### src/rtl/ppu_vram_pkg.sv
// Shared types, register selects and address helpers for the PPU VRAM access port.
package ppu_vram_pkg;

    typedef enum logic [1:0] {StIdle, StFetch, StWrite} state_e;
    typedef enum logic [1:0] {TgtChr, TgtNt, TgtPal} target_e;

    localparam logic [2:0] REG_STATUS = 3'd2;
    localparam logic [2:0] REG_ADDR   = 3'd6;
    localparam logic [2:0] REG_DATA   = 3'd7;

    localparam logic [13:0] PAL_BASE      = 14'h3F00;
    localparam logic [13:0] NT_BASE       = 14'h2000;
    // Palette reads fill the buffer from the nametable byte hidden underneath ($3Fxx -> $2Fxx).
    localparam logic [13:0] PAL_NT_OFFSET = 14'h1000;

    function automatic logic [10:0] nt_fold(input logic [13:0] v, input logic mirror_v);
        return {(mirror_v ? v[10] : v[11]), v[9:0]};
    endfunction

    function automatic target_e addr_target(input logic [13:0] v);
        if (v < NT_BASE) begin
            return TgtChr;
        end
        if (v >= PAL_BASE) begin
            return TgtPal;
        end
        return TgtNt;
    endfunction

endpackage

### src/rtl/ppu_vram_port_palette_ram.sv
// 32x6 palette RAM: synchronous write, asynchronous read, backdrop mirrors folded internally.
module ppu_palette_ram (
    input  logic       clk,
    input  logic       we,
    input  logic [4:0] addr,
    input  logic [5:0] wdata,
    output logic [5:0] rdata
);

    logic [5:0] mem [32];
    logic [4:0] idx;

    // $10/$14/$18/$1C share storage with $00/$04/$08/$0C.
    always_comb begin
        idx = addr;
        if (addr[4] && (addr[1:0] == 2'b00)) begin
            idx[4] = 1'b0;
        end
    end

    always_ff @(posedge clk) begin
        if (we) begin
            mem[idx] <= wdata;
        end
    end

    assign rdata = mem[idx];

endmodule

### src/rtl/ppu_vram_port.sv
// CPU-side PPUADDR/PPUDATA protocol engine driving CIRAM, the CHR bus and the palette RAM.
module ppu_vram_port
    import ppu_vram_pkg::*;
#(
    parameter int unsigned AW = 14,
    parameter int unsigned CW = 11
) (
    input  logic          clk,
    input  logic          reset_n,
    input  logic          cpu_cs,
    input  logic          cpu_rw,
    input  logic [2:0]    cpu_addr,
    input  logic [7:0]    cpu_din,
    output logic [7:0]    cpu_dout,
    output logic          cpu_ack,
    output logic          busy,
    input  logic          inc32,
    input  logic          mirror_v,
    output logic [CW-1:0] ciram_addr,
    output logic          ciram_we,
    output logic [7:0]    ciram_din,
    input  logic [7:0]    ciram_dout,
    output logic [12:0]   chr_addr,
    output logic          chr_we,
    output logic [7:0]    chr_din,
    input  logic [7:0]    chr_dout
);

    state_e        state_q, state_d;
    logic [AW-1:0] v_q, v_d;
    logic [AW-1:0] t_q, t_d;
    logic          w_toggle_q, w_toggle_d;
    logic [7:0]    rd_buf_q, rd_buf_d;
    logic [7:0]    wdata_q, wdata_d;
    logic          inc32_q, inc32_d;
    logic          fetch_chr_q, fetch_chr_d;
    logic [7:0]    cpu_dout_q, cpu_dout_d;
    logic          cpu_ack_q, cpu_ack_d;
    logic          ciram_we_q, ciram_we_d;
    logic          chr_we_q, chr_we_d;
    logic [CW-1:0] ciram_addr_q, ciram_addr_d;
    logic [12:0]   chr_addr_q, chr_addr_d;

    logic          pal_we;
    logic [5:0]    pal_rdata;
    logic [AW-1:0] inc;
    target_e       tgt;

    assign inc = inc32_q ? AW'(32) : AW'(1);
    assign tgt = addr_target(v_q);

    ppu_palette_ram u_palette (
        .clk   (clk),
        .we    (pal_we),
        .addr  (v_q[4:0]),
        .wdata (wdata_q[5:0]),
        .rdata (pal_rdata)
    );

    always_comb begin
        state_d      = state_q;
        v_d          = v_q;
        t_d          = t_q;
        w_toggle_d   = w_toggle_q;
        rd_buf_d     = rd_buf_q;
        wdata_d      = wdata_q;
        inc32_d      = inc32_q;
        fetch_chr_d  = fetch_chr_q;
        cpu_dout_d   = cpu_dout_q;
        ciram_addr_d = ciram_addr_q;
        chr_addr_d   = chr_addr_q;
        cpu_ack_d    = 1'b0;
        ciram_we_d   = 1'b0;
        chr_we_d     = 1'b0;
        pal_we       = 1'b0;

        unique case (state_q)
            StIdle: begin
                if (cpu_cs) begin
                    cpu_ack_d = 1'b1;
                    case (cpu_addr)
                        REG_STATUS: begin
                            if (cpu_rw) begin
                                w_toggle_d = 1'b0;
                            end
                        end
                        REG_ADDR: begin
                            if (!cpu_rw) begin
                                if (!w_toggle_q) begin
                                    t_d[13:8]  = cpu_din[5:0];
                                    w_toggle_d = 1'b1;
                                end else begin
                                    t_d[7:0]   = cpu_din;
                                    v_d        = {t_q[13:8], cpu_din};
                                    w_toggle_d = 1'b0;
                                end
                            end
                        end
                        REG_DATA: begin
                            cpu_ack_d = 1'b0;
                            inc32_d   = inc32;
                            wdata_d   = cpu_din;
                            if (!cpu_rw) begin
                                state_d = StWrite;
                                if (tgt == TgtChr) begin
                                    chr_we_d   = 1'b1;
                                    chr_addr_d = v_q[12:0];
                                end else if (tgt == TgtNt) begin
                                    ciram_we_d   = 1'b1;
                                    ciram_addr_d = nt_fold(v_q, mirror_v);
                                end
                            end else begin
                                state_d = StFetch;
                                if (tgt == TgtPal) begin
                                    cpu_dout_d   = {2'b00, pal_rdata};
                                    fetch_chr_d  = 1'b0;
                                    ciram_addr_d = nt_fold(v_q - PAL_NT_OFFSET, mirror_v);
                                end else if (tgt == TgtChr) begin
                                    cpu_dout_d  = rd_buf_q;
                                    fetch_chr_d = 1'b1;
                                    chr_addr_d  = v_q[12:0];
                                end else begin
                                    cpu_dout_d   = rd_buf_q;
                                    fetch_chr_d  = 1'b0;
                                    ciram_addr_d = nt_fold(v_q, mirror_v);
                                end
                            end
                        end
                        default: ;
                    endcase
                end
            end
            StWrite: begin
                pal_we    = (tgt == TgtPal);
                v_d       = v_q + inc;
                state_d   = StIdle;
                cpu_ack_d = 1'b1;
            end
            StFetch: begin
                rd_buf_d  = fetch_chr_q ? chr_dout : ciram_dout;
                v_d       = v_q + inc;
                state_d   = StIdle;
                cpu_ack_d = 1'b1;
            end
            default: state_d = StIdle;
        endcase
    end

    always_ff @(posedge clk or negedge reset_n) begin
        if (!reset_n) begin
            state_q      <= StIdle;
            v_q          <= '0;
            t_q          <= '0;
            w_toggle_q   <= 1'b0;
            rd_buf_q     <= '0;
            wdata_q      <= '0;
            inc32_q      <= 1'b0;
            fetch_chr_q  <= 1'b0;
            cpu_dout_q   <= '0;
            cpu_ack_q    <= 1'b0;
            ciram_we_q   <= 1'b0;
            chr_we_q     <= 1'b0;
            ciram_addr_q <= '0;
            chr_addr_q   <= '0;
        end else begin
            state_q      <= state_d;
            v_q          <= v_d;
            t_q          <= t_d;
            w_toggle_q   <= w_toggle_d;
            rd_buf_q     <= rd_buf_d;
            wdata_q      <= wdata_d;
            inc32_q      <= inc32_d;
            fetch_chr_q  <= fetch_chr_d;
            cpu_dout_q   <= cpu_dout_d;
            cpu_ack_q    <= cpu_ack_d;
            ciram_we_q   <= ciram_we_d;
            chr_we_q     <= chr_we_d;
            ciram_addr_q <= ciram_addr_d;
            chr_addr_q   <= chr_addr_d;
        end
    end

    assign busy       = (state_q != StIdle);
    assign cpu_dout   = cpu_dout_q;
    assign cpu_ack    = cpu_ack_q;
    assign ciram_we   = ciram_we_q;
    assign ciram_addr = ciram_addr_q;
    assign ciram_din  = wdata_q;
    assign chr_we     = chr_we_q;
    assign chr_addr   = chr_addr_q;
    assign chr_din    = wdata_q;

endmodule

### config.mk
export PLATFORM = sky130hd
export DESIGN_NAME = ppu_vram_port
export DESIGN_NICKNAME = d
export VERILOG_FILES = /design/src/rtl/ppu_vram_pkg.sv /design/src/rtl/ppu_vram_port_palette_ram.sv /design/src/rtl/ppu_vram_port.sv
export SDC_FILE = /design/constraint.sdc
export NUM_CORES = 1
export LEC_CHECK = 0
export BUFFER_PORTS_ARGS = -buffer_cell sky130_fd_sc_hd__buf_2
export CAP_MARGIN = 20
export CORE_MARGIN = 8
export CORE_UTILIZATION = 30
export DETAILED_ROUTE_END_ITERATION = 12
export RECOVER_POWER = 25
export SYNTH_ARGS = -nofsm -noshare
export SYNTH_HDL_FRONTEND = slang
export SYNTH_HIERARCHICAL = 1
export SYNTH_SLANG_ARGS = --single-unit
### constraint.sdc
create_clock -name clk -period 2.1 [get_ports clk]
set_input_delay 0.63 -clock clk [delete_from_list [all_inputs] [get_ports clk]]
set_output_delay 0.63 -clock clk [all_outputs]
set_load 0.05 [all_outputs]
Word level (Yosys, flattened, before mapping)

Memory sizes are Yosys's and may differ from the RTL's.
Index checks and enable logic that the tools add are counted.
Widths: inputs -> output; s select.

Register bits: 76
Bits in latches: 0
Memory bits (writable): 192
Memory bits (read-only): 0
Input bits: 33
Memories: 1

Memory list:

| memory        | depth | width | read ports | clocked after Yosys merged registers in | wr ports | RTL line                        | source |
|---|---|---|---|---|---|---|---|
| u_palette.mem | 32    | 6     | 1          | 0                                       | 1        | ppu_vram_port_palette_ram.sv:10 | `logic [5:0] mem [32];` |

$add $sub $neg: 2
Multiply operators: 0
Div/mod/pow operators: 0
Magnitude comparators: 2
Equal/unequal tests: 17
Shift operators: 0
Mux-type cells: 52
Bitwise logic cells: 2
Reduce and logical (&&, ||, !) cells: 17

Operators by type and width:

| cell                  | count |
|---|---|
| $mux 14               | 4 |
| $mux 11               | 5 |
| $mux 13               | 3 |
| $pmux 14 s2           | 1 |
| $mux 1                | 26 |
| $mux 2                | 8 |
| $mux 8                | 2 |
| $reduce_and 5->1      | 3 |
| $add 14x6->14         | 1 |
| $ge 14x14->1 const B  | 1 |
| $lt 14x14->1 const B  | 1 |
| $ne 2x2->1 const B    | 7 |
| $sub 12x1->12 const B | 1 |
| $reduce_and 4->1      | 2 |
| $reduce_bool 2->1     | 4 |
| $eq 3x3->1 const B    | 2 |
| $logic_not 2->1       | 3 |
| $mux 6                | 1 |
| $ne 2x1->1 const B    | 3 |
| $reduce_and 6->1      | 1 |
| $eq 2x1->1 const B    | 2 |
| $eq 2x2->1 const B    | 2 |
| $pmux 1 s2            | 2 |
| $eq 3x2->1 const B    | 1 |
| other kinds (5)       | 6 |

Logic depth before layout (Yosys ltp)

Depth in word-level cells: 12
Depth in mapped cells: 9
Gate-level depth less buffers: 7

Modules after synthesis

The synthesis kept the hierarchy.

By module, submodules not included:

| module          | instances | cells each | area an instance (um^2) | seq. area each (um^2) |
|---|---|---|---|---|
| ppu_palette_ram | 1         | 343        | 6727.7                  | 5044.8 |
| ppu_vram_port   | 1         | 319        | 3682.3                  | 1901.8 |

Worst setup path after synthesis

Ideal clock, no wire load.

Path kind: register -> register
Start: reg v_q[1]
End: mem u_palette.mem[25][0] (enable)
Arrival time: 1.783 ns
Slack: -0.060 ns
Stages on the path, launching flop included: 7
Buffers on the path: 4
Period minus slack after synthesis: 2.160 ns
Path through: dfrtp_1 > buf_6 > buf_12 > buf_6 > buf_2 > nand3b_1 > nor3_1

Longest elaborated chain between the ends: 9
Elaborated cells between the ends (all ways): 15
Those cells by class: 2 x order compare; 1 x eq/ne; 10 x mux; 2 x reduce/logical

Ends and longest elaborated chain:

| element                      | RTL line                        | source |
|---|---|---|
| start: declaration           | ppu_vram_port.sv:30             | `logic [AW-1:0] v_q, v_d;` |
| start signal: assignment     | ppu_vram_port.sv:167            | `v_q <= v_d;` |
| $ge 14x14->1                 | ppu_vram_pkg.sv:24              | `if (v >= PAL_BASE) begin` |
| $mux 1 (2 in a row)          | ppu_vram_pkg.sv:24              |  |
| $mux 2                       | ppu_vram_pkg.sv:27              | `return TgtNt;` |
| $mux 2                       | ppu_vram_pkg.sv:24              |  |
| $eq 2x2->1                   | ppu_vram_port.sv:134            | `pal_we = (tgt == TgtPal);` |
| $mux 1                       | ppu_vram_port.sv:77             | `unique case (state_q)` |
| $mux 1                       | ppu_vram_port_palette_ram.sv:22 | `if (we) begin` |
| $mux 1 (not written as such) | ppu_vram_port_palette_ram.sv:23 | `mem[idx] <= wdata;` |
| end: declaration             | ppu_vram_port_palette_ram.sv:10 |  |

Parallel ways exist; a longest one is shown, timed or not. The select of a mux whose other input is x is not followed.

Final worst setup path

Start: reg v_q[1]
End: reg cpu_dout_q[4] (netlist: cpu_dout[4])

Elaborated cells between the ends (all ways): 14
Those cells by class: 2 x order compare; 1 x eq/ne; 8 x mux; 2 x reduce/logical; 1 x memory

RTL lines:

| element                | RTL line                        | source |
|---|---|---|
| $logic_not 2->1        | ppu_vram_port_palette_ram.sv:16 | `if (addr[4] && (addr[1:0] == 2'b00)) begin` |
| $logic_and 1x1->1      | ppu_vram_port_palette_ram.sv:16 |  |
| $mux 1                 | ppu_vram_port_palette_ram.sv:16 |  |
| $mem_v2 32x6 (*)       | n/a                             |  |
| net pal_rdata[4]       | ppu_vram_port.sv:45             | `logic [5:0] pal_rdata;` |
| $mux 8 (*)             | ppu_vram_port.sv:114            | `if (tgt == TgtPal) begin` |
| end signal: assignment | ppu_vram_port.sv:174            | `cpu_dout_q <= cpu_dout_d;` |
| end: declaration       | ppu_vram_port.sv:37             | `logic [7:0] cpu_dout_q, cpu_dout_d;` |

Mark *: on every way through the listed nets, which the timed path passes. The rest lies on a longest branch. The select of a mux whose other input is x is not followed.
A chain may end at the register's enable or synchronous reset.

==> impl_results.html <==
<table>
<tr><th>Metric</th><th>Value</th></tr>
<tr><th colspan="2">Status</th></tr>
<tr><td>Result of the run</td><td>finished clean</td></tr>
<tr><th colspan="2">Cells and area</th></tr>
<tr><td>Fraction of final layout cells with drive strength greater than 1</td><td>35.6%</td></tr>
<tr><td>Synthesis-to-finish area growth</td><td>20.7%</td></tr>
<tr><td>Number of nets at the end of the flow</td><td>between 800 and 900</td></tr>
<tr><td>Number of filler cells placed in the layout</td><td>3316</td></tr>
<tr><td>Total area of multi-input combinational cells</td><td>3120 um^2</td></tr>
<tr><td>Final Util</td><td>36.5%</td></tr>
<tr><td>Count of antenna diodes in the layout</td><td>0</td></tr>
<tr><td>Sequential cell area</td><td>6950 um^2</td></tr>
<tr><th colspan="2">Setup path</th></tr>
<tr><td>Crit start category</td><td>register</td></tr>
<tr><td>Endpoint of the most critical setup path</td><td>cpu_dout[4]$_DFFE_PN0P_</td></tr>
<tr><td>Levels on crit path</td><td>7</td></tr>
<tr><td>Cell-by-cell trace of the critical path</td><td>buf_12 -&gt; mux2i_1 -&gt; mux4_2 -&gt; o22a_1 -&gt; nand3_1 -&gt; mux2i_1 -&gt; o21ai_0</td></tr>
<tr><td>CP startpoint</td><td>v_q[1]$_DFFE_PN0P_</td></tr>
<tr><td>Reg-to-Reg Start</td><td>v_q[1]$_DFFE_PN0P_</td></tr>
<tr><td>Worst stage delay on the critical path</td><td>approximately 0.53 ns</td></tr>
<tr><td>Library cell contributing the largest single delay on the critical path</td><td>dfrtp_4</td></tr>
<tr><td>Number of cell instances on the worst register-to-register path</td><td>7</td></tr>
<tr><td>Data required time at the worst endpoint</td><td>around 2.5 ns</td></tr>
<tr><td>Largest delay share family, worst path</td><td>multiplexers</td></tr>
<tr><td>Endpoint of the lowest-slack register-to-register path</td><td>cpu_dout[4]$_DFFE_PN0P_</td></tr>
<tr><td>Most frequent cell on the critical path</td><td>mux2i_1</td></tr>
<tr><td>Worst path buffer plus inverter count</td><td>1</td></tr>
<tr><td>Reg2Reg Setup Slack</td><td>approximately 0.061 ns</td></tr>
<tr><td>Largest fanout on the critical path</td><td>15</td></tr>
<tr><td>Classification of the worst setup path</td><td>reg -&gt; reg</td></tr>
<tr><td>Sort of element at the end of the critical path</td><td>register</td></tr>
<tr><td>Arrival time of the worst setup path</td><td>between 2 and 2.5 ns</td></tr>
<tr><th colspan="2">Clocking</th></tr>
<tr><td>Clock latency reported for the late side of the worst-skew pair</td><td>0.51 ns</td></tr>
<tr><td>CTS Buf Count</td><td>25</td></tr>
<tr><td>H-tree lvl count</td><td>1</td></tr>
<tr><td>Buffer cell driving the clock tree root</td><td>clkbuf_16</td></tr>
<tr><td>Largest buffer count on any clock path</td><td>3</td></tr>
<tr><td>CTS tree</td><td>done</td></tr>
<tr><td>CTS clock-pin slew for the worst setup and hold paths</td><td>0.06 ns</td></tr>
<tr><td>Sinks on the clock net</td><td>244</td></tr>
<tr><th colspan="2">Routing</th></tr>
<tr><td>Post-route DRC violation count</td><td>0</td></tr>
<tr><td>Routed length per placed instance</td><td>roughly 19 um</td></tr>
<tr><td>Detailed Route Iter0 Violations</td><td>372</td></tr>
<tr><td>Final WL</td><td>between 20000 and 30000 um</td></tr>
<tr><td>Via count of the routed design</td><td>6151</td></tr>
<tr><td>TritonRoute pass-1 iters</td><td>5</td></tr>
<tr><td>Number of nets with antenna violations after routing</td><td>0</td></tr>
<tr><td>Vias per std cell</td><td>4.79</td></tr>
<tr><th colspan="2">Pwr</th></tr>
<tr><td>Pwr Density</td><td>1500 nW/um^2</td></tr>
<tr><td>Tot Pwr</td><td>18.8 mW</td></tr>
<tr><td>Worst voltage drop across the vdd grid</td><td>roughly 0.0010 V</td></tr>
<tr><td>Leakage</td><td>around 4.8 nW</td></tr>
<tr><th colspan="2">Timing</th></tr>
<tr><td># setup viols final</td><td>0</td></tr>
<tr><td>Final Hold Viols</td><td>0</td></tr>
<tr><td>Worst Clk Skew</td><td>0.0104 ns</td></tr>
<tr><td>Unrepaired setup endpoints after global routing</td><td>no</td></tr>
<tr><td>Count of final max-slew check failures</td><td>0</td></tr>
<tr><td>Hold Slack</td><td>between 0.2 and 0.3 ns</td></tr>
<tr><td>Fmax</td><td>490 MHz</td></tr>
<tr><td>Minimum setup slack in the final design</td><td>between 0.06 and 0.07 ns</td></tr>
<tr><td>Worst Tran Pin Value</td><td>1.25 ns</td></tr>
<tr><td>Shortest period the worst path allows</td><td>approximately 2 ns</td></tr>
<tr><td>Post-Route Setup TNS</td><td>0 ns</td></tr>
<tr><td>Final period utilization</td><td>97.1%</td></tr>
<tr><td>Slew HR</td><td>16.9%</td></tr>
<tr><th colspan="2">Floorplan</th></tr>
<tr><td>IO Count</td><td>85</td></tr>
<tr><td>Die height</td><td>202 um</td></tr>
<tr><td>Area of the core region</td><td>34400 um^2</td></tr>
<tr><td>Starting density of the core</td><td>30.3%</td></tr>
<tr><td>Die Wd</td><td>202 um</td></tr>
<tr><td>FP Rows</td><td>68</td></tr>
<tr><td>DIE AREA</td><td>40900 um^2</td></tr>
<tr><th colspan="2">GRT</th></tr>
<tr><td>Busiest grt layer</td><td>met2</td></tr>
<tr><td>Routing usage on met2</td><td>19.0%</td></tr>
<tr><td>Largest net degree at the start of global routing</td><td>36</td></tr>
<tr><td>Global-route wire length before repair</td><td>38800 um</td></tr>
<tr><td>Initial antenna violation count</td><td>0</td></tr>
<tr><td>Overflow after GRT</td><td>0</td></tr>
<tr><td>Global Route Usage Sum</td><td>12.1%</td></tr>
<tr><td>Met3 Track Usage GR</td><td>2.05%</td></tr>
<tr><td>Met1 routing resource usage after global routing</td><td>17.1%</td></tr>
<tr><td>Number of global-route vias before repair</td><td>6248</td></tr>
<tr><th colspan="2">Placed design</th></tr>
<tr><td>Sum of net half-perimeters after detailed placement</td><td>approximately 18000 um</td></tr>
<tr><td>Buffers on Ports</td><td>84</td></tr>
<tr><td>Pre-CTS WS</td><td>between 0.0006 and 0.0007 ns</td></tr>
<tr><td>Gpl congestion</td><td>0.783</td></tr>
<tr><th colspan="2">Synth</th></tr>
<tr><td>Synthesized area per cell</td><td>approximately 16 um^2</td></tr>
<tr><td>Number of enable-type register cells in the synthesized netlist</td><td>168</td></tr>
<tr><td>Area share of the leading cell type in the synthesized netlist</td><td>48.5%</td></tr>
<tr><td>Synth cell count leaders</td><td>168 x edfxtp_1, 76 x dfrtp_1, 51 x nand2_1</td></tr>
<tr><td>Number of distinct library cell variants in the gate-level netlist after synthesis</td><td>52</td></tr>
<tr><td>Warnings from Yosys</td><td>6</td></tr>
<tr><td>Top cell type by total area after synthesis</td><td>edfxtp_1</td></tr>
<tr><td>Leading cell type by number of instances after synthesis</td><td>edfxtp_1</td></tr>
<tr><td>Total of flip-flops plus latches after synthesis</td><td>244</td></tr>
<tr><td>Sequential-to-total area share from yosys stat</td><td>66.7%</td></tr>
<tr><td>Cell area after technology mapping</td><td>10400 um^2</td></tr>
<tr><td>Cell types occupying the most area after synthesis</td><td>edfxtp_1 48%, dfrtp_1 18%, mux4_2 7.8%</td></tr>
<tr><td>Share of flip-flops with an asynchronous set or reset after synthesis</td><td>between 30% and 40%</td></tr>
<tr><td>Net count after synthesis</td><td>702</td></tr>
<tr><td>Most used flip-flop cell after synthesis</td><td>edfxtp_1</td></tr>
<tr><td>Cell count after synthesis</td><td>between 600 and 700</td></tr>
<tr><th colspan="2">Min path</th></tr>
<tr><td>Worst min-delay path class</td><td>in -&gt; async</td></tr>
<tr><th colspan="2">Job</th></tr>
<tr><td>Maximum Capacitance Violations</td><td>0</td></tr>
</table>
sequential cells by signal, indices dropped and copies added, names as in the netlist, 2 cells and up:
name / count
v_q: 14
ciram_addr: 11
cpu_dout: 8
rd_buf_q: 8
state_q: 2
chr_addr: 13
u_palette/mem: 168
t_q: 6
chr_din: 8
cell families after synthesis:
logic type	share of synthesized area, %
fa+ha+maj	0.841
mux	16.2
xor+xnor	0.0841
flops	66.7
simple gates	7.25
compound gates	5.16
buf+inv	3.69
routing by layer:
layer | vias up | share of wire [%]
met1 | 3142 | 46
met3 | 39 | 4.3
met5 | - | 0
met2 | 140 | 47
met4 | 0 | 2.1
li1 | 2830 | -
where the power goes:
part	total, mW	internal [mW]	leakage (nW)	switching (mW)
logic	7.71	2.88	1.95	4.84
clock network	4.12	2.36	0.379	1.75
registers	6.99	6.32	2.44	0.674
total	18.8	11.6	4.76	7.26
through the flow:
step / instance area, um^2 / cells
2_1_floorplan: 10400 / 662
3_3_place_gp: 11800 / 1237
3_5_place_dp: 11800 / 1237
4_1_cts: 12600 / 1281
5_1_grt: 12600 / 1283
6_report: 12600 / 1283
worst register-to-register path, cell delays in order (launching register included):
cell and delay (ns):
dfrtp_4 0.53, buf_12 0.18, mux2i_1 0.17, mux4_2 0.52
o22a_1 0.27, nand3_1 0.10, mux2i_1 0.06, o21ai_0 0.14
layout make-up:
| cell class | instances | area share, % |
|---|---|---|
| Clock inverter | 13 | 0.677 |
| Clock buffer | 31 | 5.32 |
| Inverter | 7 | 0.209 |
| Timing Repair Buffer | 172 | 9.09 |
| Multi-Input combinational cell | 361 | 24.8 |
| Tap cell | 455 | 4.53 |
| Sequential cell | 244 | 55.4 |
what timing repair did:
| item | CTS | global route |
|---|---|---|
| pin swaps | 0 | 1 |
| hold buffers | 0 | 0 |
| setup buffers | 0 | 2 |
| setup endpoints to repair | 11 | 37 |
| gates resized for setup | 9 | 7 |
worst min-delay path by stage:
stage	from	to	cells past startpoint
2_1_floorplan	reset_n	chr_addr[0]$_DFFE_PN0P_	0
3_3_place_gp	ciram_addr[5]$_DFFE_PN0P_	ciram_addr[5]$_DFFE_PN0P_	1
3_5_place_dp	ciram_addr[1]$_DFFE_PN0P_	ciram_addr[1]$_DFFE_PN0P_	1
4_1_cts	reset_n	rd_buf_q[4]$_DFFE_PN0N_	1
5_1_grt	reset_n	cpu_dout[0]$_DFFE_PN0P_	1
6_report	reset_n	cpu_dout[0]$_DFFE_PN0P_	1
cells in the final DEF (no fill, tap or decap), drive strengths merged, types with 9 or more instances in the layout:
| cell type | n |
|---|---|
| mux4 | 36 |
| edfxtp | 168 |
| clkbuf | 38 |
| nor2 | 37 |
| mux2i | 43 |
| a21oi | 27 |
| mux2 | 37 |
| buf | 165 |
| o21ai | 19 |
| dfrtp | 76 |
| nor3 | 10 |
| nand3 | 22 |
| and3 | 9 |
| nand2 | 51 |
| a22oi | 12 |
| clkinv | 12 |
Power figures use the tool's default switching activity.
